**src/rtl/cfg_loader_pkg.sv**
```systemverilog
// Shared definitions for the configuration bitstream loader: FSM state codes,
// words-per-column arithmetic and counter width helpers.
package cfg_loader_pkg;

  typedef logic [2:0] state_t;

  localparam state_t ST_IDLE   = 3'd0;
  localparam state_t ST_LOAD   = 3'd1;
  localparam state_t ST_SHIFT  = 3'd2;
  localparam state_t ST_CHECK  = 3'd3;
  localparam state_t ST_FINISH = 3'd4;

  // Words per column, rounded up so a partial top word still gets a slot.
  function automatic int calc_wpc(input int height, input int word_w);
    return (height + word_w - 1) / word_w;
  endfunction

  function automatic int cnt_width(input int n);
    return (n > 1) ? $clog2(n) : 1;
  endfunction

  function automatic int word_cnt_w(input int height, input int word_w);
    return cnt_width(calc_wpc(height, word_w));
  endfunction

  function automatic int col_cnt_w(input int width);
    return cnt_width(width);
  endfunction

endpackage

```
**src/rtl/cfg_col_assembler.sv**
```systemverilog
// Packs incoming words into one configuration column and latches the finished
// column into the register that drives cdata.
module cfg_col_assembler
  import cfg_loader_pkg::*;
#(
  parameter int CFG_HEIGHT = 40,
  parameter int WORD_W     = 32
) (
  input  logic                  clk,
  input  logic                  rst,
  input  logic                  clear,
  input  logic                  accept,
  input  logic [WORD_W-1:0]     in_data,
  output logic                  col_done,
  output logic [CFG_HEIGHT-1:0] col_data
);

  localparam int WPC    = calc_wpc(CFG_HEIGHT, WORD_W);
  localparam int WC_W   = word_cnt_w(CFG_HEIGHT, WORD_W);
  localparam int PACK_W = WPC * WORD_W;

  logic [PACK_W-1:0]     pack_q, pack_d;
  logic [WC_W-1:0]       word_cnt_q, word_cnt_d;
  logic [CFG_HEIGHT-1:0] col_q, col_d;
  logic                  last_word;

  assign last_word = (word_cnt_q == WC_W'(WPC - 1));
  assign col_done  = accept && last_word;
  assign col_data  = col_q;

  // The column register takes the packed words including the one arriving
  // now, so cdata only moves when a column completes.
  always_comb begin
    pack_d     = pack_q;
    word_cnt_d = word_cnt_q;
    col_d      = col_q;
    if (clear) begin
      word_cnt_d = '0;
    end else if (accept) begin
      for (int k = 0; k < WPC; k++) begin
        if (word_cnt_q == WC_W'(k)) begin
          pack_d[k*WORD_W +: WORD_W] = in_data;
        end
      end
      if (last_word) begin
        word_cnt_d = '0;
        col_d      = pack_d[CFG_HEIGHT-1:0];
      end else begin
        word_cnt_d = word_cnt_q + WC_W'(1);
      end
    end
  end

  always_ff @(posedge clk or negedge rst) begin
    if (!rst) begin
      pack_q     <= '0;
      word_cnt_q <= '0;
      col_q      <= '0;
    end else begin
      pack_q     <= pack_d;
      word_cnt_q <= word_cnt_d;
      col_q      <= col_d;
    end
  end

endmodule

```
**src/rtl/cfg_bitstream_loader.sv**
```systemverilog
// Streams 32-bit words into the fabric configuration shift port, one shift per column.
// Optional CFG_CHECKSUM_EN adds a trailing checksum word compared against the data sum.
module cfg_bitstream_loader
  import cfg_loader_pkg::*;
#(
  parameter int CFG_HEIGHT = 40,
  parameter int CFG_WIDTH  = 16,
  parameter int WORD_W     = 32
) (
  input  logic                  clk,
  input  logic                  rst,
  input  logic                  start,
  output logic                  busy,
  output logic                  done,
  output logic                  err,
  input  logic                  in_valid,
  input  logic [WORD_W-1:0]     in_data,
  output logic                  in_ready,
  output logic                  shift,
  output logic [CFG_HEIGHT-1:0] cdata
);

  localparam int CC_W = col_cnt_w(CFG_WIDTH);

  state_t          state_q, state_d;
  logic [CC_W-1:0] col_cnt_q, col_cnt_d;
  logic            accept;
  logic            clear;
  logic            col_done;
  logic            last_col;

  assign clear    = start && (state_q == ST_IDLE);
  assign accept   = in_valid && (state_q == ST_LOAD);
  assign last_col = (col_cnt_q == CC_W'(CFG_WIDTH - 1));

  assign busy  = (state_q != ST_IDLE);
  assign done  = (state_q == ST_FINISH);
  assign shift = (state_q == ST_SHIFT);

`ifdef CFG_CHECKSUM_EN
  assign in_ready = (state_q == ST_LOAD) || (state_q == ST_CHECK);
`else
  assign in_ready = (state_q == ST_LOAD);
`endif

  cfg_col_assembler #(
    .CFG_HEIGHT (CFG_HEIGHT),
    .WORD_W     (WORD_W)
  ) u_assembler (
    .clk      (clk),
    .rst      (rst),
    .clear    (clear),
    .accept   (accept),
    .in_data  (in_data),
    .col_done (col_done),
    .col_data (cdata)
  );

  // start is only honoured from IDLE, so a repeat request mid-load is dropped.
  always_comb begin
    state_d   = state_q;
    col_cnt_d = col_cnt_q;
    case (state_q)
      ST_IDLE: begin
        if (start) begin
          state_d   = ST_LOAD;
          col_cnt_d = '0;
        end
      end
      ST_LOAD: begin
        if (col_done) state_d = ST_SHIFT;
      end
      ST_SHIFT: begin
        col_cnt_d = col_cnt_q + CC_W'(1);
        if (last_col) begin
`ifdef CFG_CHECKSUM_EN
          state_d = ST_CHECK;
`else
          state_d = ST_FINISH;
`endif
        end else begin
          state_d = ST_LOAD;
        end
      end
`ifdef CFG_CHECKSUM_EN
      ST_CHECK: begin
        if (in_valid) state_d = ST_FINISH;
      end
`endif
      ST_FINISH: state_d = ST_IDLE;
      default:   state_d = ST_IDLE;
    endcase
  end

  always_ff @(posedge clk or negedge rst) begin
    if (!rst) begin
      state_q   <= ST_IDLE;
      col_cnt_q <= '0;
    end else begin
      state_q   <= state_d;
      col_cnt_q <= col_cnt_d;
    end
  end

`ifdef CFG_CHECKSUM_EN
  logic [31:0] sum_q, sum_d;
  logic        err_q, err_d;

  // The checksum word itself is never folded into the running sum.
  always_comb begin
    sum_d = sum_q;
    err_d = err_q;
    if (clear) begin
      sum_d = '0;
      err_d = 1'b0;
    end else if (accept) begin
      sum_d = sum_q + 32'(in_data);
    end else if ((state_q == ST_CHECK) && in_valid) begin
      err_d = (32'(in_data) != sum_q);
    end
  end

  always_ff @(posedge clk or negedge rst) begin
    if (!rst) begin
      sum_q <= '0;
      err_q <= 1'b0;
    end else begin
      sum_q <= sum_d;
      err_q <= err_d;
    end
  end

  assign err = err_q;
`else
  assign err = 1'b0;
`endif

endmodule

```
**config.mk**
```make
export PLATFORM = sky130hd
export DESIGN_NAME = cfg_bitstream_loader
export DESIGN_NICKNAME = d
export VERILOG_FILES = /design/src/rtl/cfg_loader_pkg.sv /design/src/rtl/cfg_col_assembler.sv /design/src/rtl/cfg_bitstream_loader.sv
export SDC_FILE = /design/constraint.sdc
export NUM_CORES = 1
export LEC_CHECK = 0
export CAP_MARGIN = 15
export CORE_ASPECT_RATIO = 0.6
export CORE_MARGIN = 1
export CORE_UTILIZATION = 54
export CTS_BUF_LIST = sky130_fd_sc_hd__clkbuf_8
export CTS_CLUSTER_DIAMETER = 30
export CTS_CLUSTER_SIZE = 25
export DETAILED_ROUTE_END_ITERATION = 10
export PLACE_DENSITY = 0.87
export SYNTH_ARGS = -nofsm -noshare
export SYNTH_HDL_FRONTEND = slang
export SYNTH_SLANG_ARGS = --single-unit
export TNS_END_PERCENT = 30
```
**constraint.sdc**
```tcl
create_clock -name clk -period 4 [get_ports clk]
set_input_delay 0.8 -clock clk [delete_from_list [all_inputs] [get_ports clk]]
set_output_delay 0.8 -clock clk [all_outputs]
set_load 0.05 [all_outputs]
```
### Yosys cells after proc, flatten, opt, wreduce, memory -nomap -nowiden

Cells that the tools add are included.

* add/sub/neg operators: 2
* equality and inequality tests: 6
* muxes and demuxes: 11
* bitwise gates (word level): 1
* reductions and logical operators: 11

Operators by type and width (count)
* $mux W32: 1
* $mux W3: 3
* $pmux W3 S3: 1
* $mux W8: 1
* $pmux W4 S2: 1
* $reduce_and A2 Y1: 3
* $add A4 B1 Y4 const B: 1
* $eq A4 B4 Y1 const B: 1
* $mux W4: 1
* $reduce_bool A2 Y1: 2
* $eq A3 B1 Y1 const B: 1
* $eq A3 B2 Y1 const B: 1
* $eq A3 B3 Y1 const B: 1
* $logic_and A1 B1 Y1: 3
* $logic_not A3 Y1: 1
* $mux W1: 3
* $reduce_and A3 Y1: 1
* $reduce_bool A3 Y1: 1
* $ne A2 B1 Y1 const B: 1
* $ne A2 B2 Y1 const B: 1
* $add A1 B1 Y1 const B: 1
* $not A1 Y1: 1

* flip-flop bits (word level): 88
* input bits: 36
* output and inout port bits: 45
* word-level logic and storage cells: 36

### Longest topological paths before layout

* word-level depth: 5
* gate-level depth with buffers: 6
* depth with buffers taken out: 4

### Hierarchy

From an unflattened synthesis, not the netlist that was laid out.

* cells, all modules: 196
* area, all modules: 3223.1 um^2

Modules (own cells, without submodules)
* cfg_col_assembler: instances 1, cells each 158, area each 2835.2 um^2, sequential area each 1826.8 um^2
* cfg_bitstream_loader: instances 1, cells each 38, area each 387.9 um^2, sequential area each 175.2 um^2

### Least setup slack after synthesis

OpenSTA, ideal clock, no wires.

* path kind: flip-flop to output port
* start: register state_q[1]
* end: output done
* arrival time: 1.758 ns
* data required time: 3.200 ns
* path slack: 1.442 ns
* stages on the path, launching flop included: 3
* path buffers: 1
* path through: dfrtp_1 -> clkbuf_1 -> nor3b_1

* word-level cells in the longest chain between the ends: 1

Ends and longest elaborated chain
* start: declaration: line cfg_bitstream_loader.sv:25 `state_t state_q, state_d;`
* start signal: assignment: line cfg_bitstream_loader.sv:100 `state_q <= state_d;`
* $eq A3 B3 Y1: line cfg_bitstream_loader.sv:37 `assign done = (state_q == ST_FINISH);`
* end: declaration: line cfg_bitstream_loader.sv:14 `output logic done,`

Every way passes these cells.

### Worst setup path in the final report

* start: register state_q[2]
* end: output shift

* word-level cells in the longest chain between the ends: 1

Ends and longest elaborated chain
* $eq A3 B2 Y1: line cfg_bitstream_loader.sv:38 `assign shift = (state_q == ST_SHIFT);`
* end: declaration: line cfg_bitstream_loader.sv:19 `output logic shift,`

Every way passes these cells.

==> key figures <==
Placed design
  – Hpwl dp: 3843 um
  – Routability cong.: 0.7196
  – IO Port Bufs: 79

Synthesis
  – Post-Synthesis Cells: 201
  – Seq/Total Area, Yosys: 63.17%
  – Largest family of logic cells by synthesized area: multiplexers
  – Synth Area in Compound Gates: 1.895%
  – Post-synthesis adder-cell area fraction: 0.3948%
  – Xor/xnor share of the synthesized area: 0%
  – Mapped Nets: 238
  – Yosys cell types: 29
  – Post-Syn Area: 3169 um2
  – Synth Register Bits: 80
  – Syn avg cell area: 15.77 um2
  – Multiplexer share of the synthesized area: 26.61%
  – Async SR Flop Fraction: 100.0%
  – Ys Warns: 0
  – Simple-gate share of the synthesized area: 3.908%
  – EDFF count, synth: 0
  – Dominant synthesized flop cell: dfrtp_1

Clocking
  – CTS tree: done
  – H-tree levels: 3
  – Skew-Pair Late Insertion Delay: 0.34 ns
  – Setup Buffers After CTS: 0
  – Post-CTS Hold Buffers: 0
  – Clock Pin Slew Worst Setup and Hold Paths: 0.08 ns
  – Post_cts resized: 0
  – CTS Buf Count: 9
  – CTS Root Buffer Type: clkbuf_8
  – Clk sinks: 80
  – Longest Clk Path Bufs: 2

Timing
  – RSZ-0062 raised after global routing: false
  – Fin crit share: 73.45%
  – Total negative setup slack: 0 ns
  – Worst slew pin tran: 0.9760 ns
  – Slew Viols, Final: 0
  – Minimum clock period: 2.938 ns
  – Slew headroom: 34.93%
  – Fmax achieved: 340.4 MHz
  – Final setup fails: 0
  – Final Hold Viols: 0
  – Worst Clk Skew: 0.009829 ns

Floorplanning
  – CORE AREA: 5623 um2
  – Number of placement rows: 21
  – Chip height: 61.34 um
  – Die Area: 6189 um2
  – Starting Density: 56.36%
  – Top Ports: 81
  – Die width: 100.9 um

Route
  – Vias per cell: 5.121
  – Via count: 1,869
  – WL/cell: 15.93 um
  – DRC errors left: 0
  – Final ANT Viol Nets: 0
  – Iteration-0 DRC count of the detailed router: 54
  – DR pass1 iterations: 4
  – WL final: 5815 um

Critical path
  – Critical Path AT: 2.14 ns
  – CP cell instances: nor2_1 -> nand2_1 -> inv_1 -> clkdlybuf4s50_1
  – Crit path capture type: primary output
  – Crit start category: flip-flop
  – CP Class: flip-flop to primary output
  – Slowest-stage cell, CP: clkdlybuf4s50_1
  – Slowest Stage Delay on Critical Path: 0.79 ns
  – Worst Path Required: 3.20 ns
  – CP max FO: 7

Global route
  – Total grt overflow: 0
  – Gr usage total: 20.57%
  – Largest net degree at the start of global routing: 81
  – First-pass GRT wire length: 8983 um
  – Antenna violations before repair: 0
  – Vias in the first global route: 1,871

Run status
  – Outcome: completed

Cells and area
  – Layout cells sized above 1: 31.58%
  – Nets: 318
  – Ant. Diodes: 0
  – Synth-to-layout area growth: 32.73%

Power
  – Worst IR drop on VDD: 0.5134 mV
  – Reported leakage power: 1.797 nW
  – Final Total Pwr: 4.043 mW
  – Power Density: 961.1 nW/um2

Job
  – Max-capacitance violation count: 0

Hold path
  – Hold Crit Class: flip-flop to flip-flop
critical path, delay by kind of cell, from the launching register on:
family	cells	cell delay (ns)
buffers and inverters	2	0.87
DFF	1	0.45
and+or+nand+nor	2	0.46
kinds of logic after synthesis:
logic type / count (synthesis)
buf+inv: 16
flops: 80
other cells: 1
fa+ha+maj: 1
compound gates: 9
mux: 73
simple gates: 21
cell usage after synthesis (2+ instances only):
cell	instances	share of area (%)
nor4b_1	2	0.55
o21ai_0	4	0.63
dfrtp_1	80	63
nand2_1	5	0.59
buf_4	8	1.9
nor2b_1	2	0.39
mux2_1	2	0.71
inv_1	4	0.47
mux2_4	6	2.8
buf_12	2	1.3
nor2_1	4	0.47
and3_1	2	0.39
mux2_2	64	23
state kept, by name, summed over array words and instances (netlist names):
name                   cells
u_assembler.pack_q        32
u_assembler.col_data      40
col_cnt_q                  4
state_q                    3
u_assembler.last_word      1
area by class of cell:
cell class | count | area [um2]
Sequential cell | 80 | 2002
Fill cell | 386 | 1416
Multi-Input combinational cell | 105 | 1045
Tap cell | 80 | 100.1
Clock buffer | 10 | 137.6
Inverter | 4 | 15.01
Clock inverter | 5 | 103.9
Timing Repair Buffer | 81 | 803.3
power by group:
| group | switching [mW] | total (mW) | internal [mW] |
|---|---|---|---|
| sequential | 0.226 | 1.43 | 1.20 |
| combinational | 1.11 | 1.91 | 0.802 |
| clock | 0.273 | 0.702 | 0.429 |
per-stage QoR:
step                      instances  hold slack, ns  util (%)  setup slack (ns)  instance area (um2)
after global placement          350          0.4620     70.52             1.278                 3965
after CTS                       365          0.4963     74.81             1.038                 4207
after floorplan                 201          0.4522         -             1.442                 3169
after detailed placement        350          0.4818     70.52             1.237                 3965
after global routing            365          0.5157     74.81            0.8950                 4207
final                           365          0.4924     74.81             1.062                 4207
routing by layer:
metal / global-route usage (%) / up-vias / share of wire (%)
met2: 31.60 / 65 / 45
met3: 8.513 / 9 / 7.2
met4: 8.075 / 0 / 1.6
met5: 0 / - / 0
li1: - / 868 / -
met1: 26.72 / 927 / 46
worst paths after layout:
path	from	end	slack (ns)	cells past startpoint
hold reg to reg	u_assembler.pack_q[4]$_DFFE_PN0P_	u_assembler.col_data[4]$_DFFE_PN0P_	0.49	1
setup / recovery	state_q[2]$_DFFE_PN0P_	shift	1.06	4
max in group asynchronous	rst	u_assembler.col_data[21]$_DFFE_PN0P_	2.75	1
setup reg to reg	state_q[1]$_DFFE_PN0P_	u_assembler.col_data[9]$_DFFE_PN0P_	1.80	4
hold / removal	u_assembler.pack_q[4]$_DFFE_PN0P_	u_assembler.col_data[4]$_DFFE_PN0P_	0.49	1
min in group asynchronous	rst	u_assembler.col_data[35]$_DFFE_PN0P_	0.59	1
cells in the final DEF (no fill, tap or decap), types with 2 or more instances in the layout:
cell             netlist  layout
dfrtp_1               80      80
clkdlybuf4s50_1        0      78
mux2_2                64      64
clkbuf_8               0      10
mux2_4                 6       6
nand2_1                5       5
nor2_1                 4       4
inv_1                  4       4
o21ai_0                4       4
bufinv_16              0       3
buf_4                  8       3
mux2_1                 2       2
nor4b_1                2       2
nor2b_1                2       2
(Power assumes the default switching activity.)
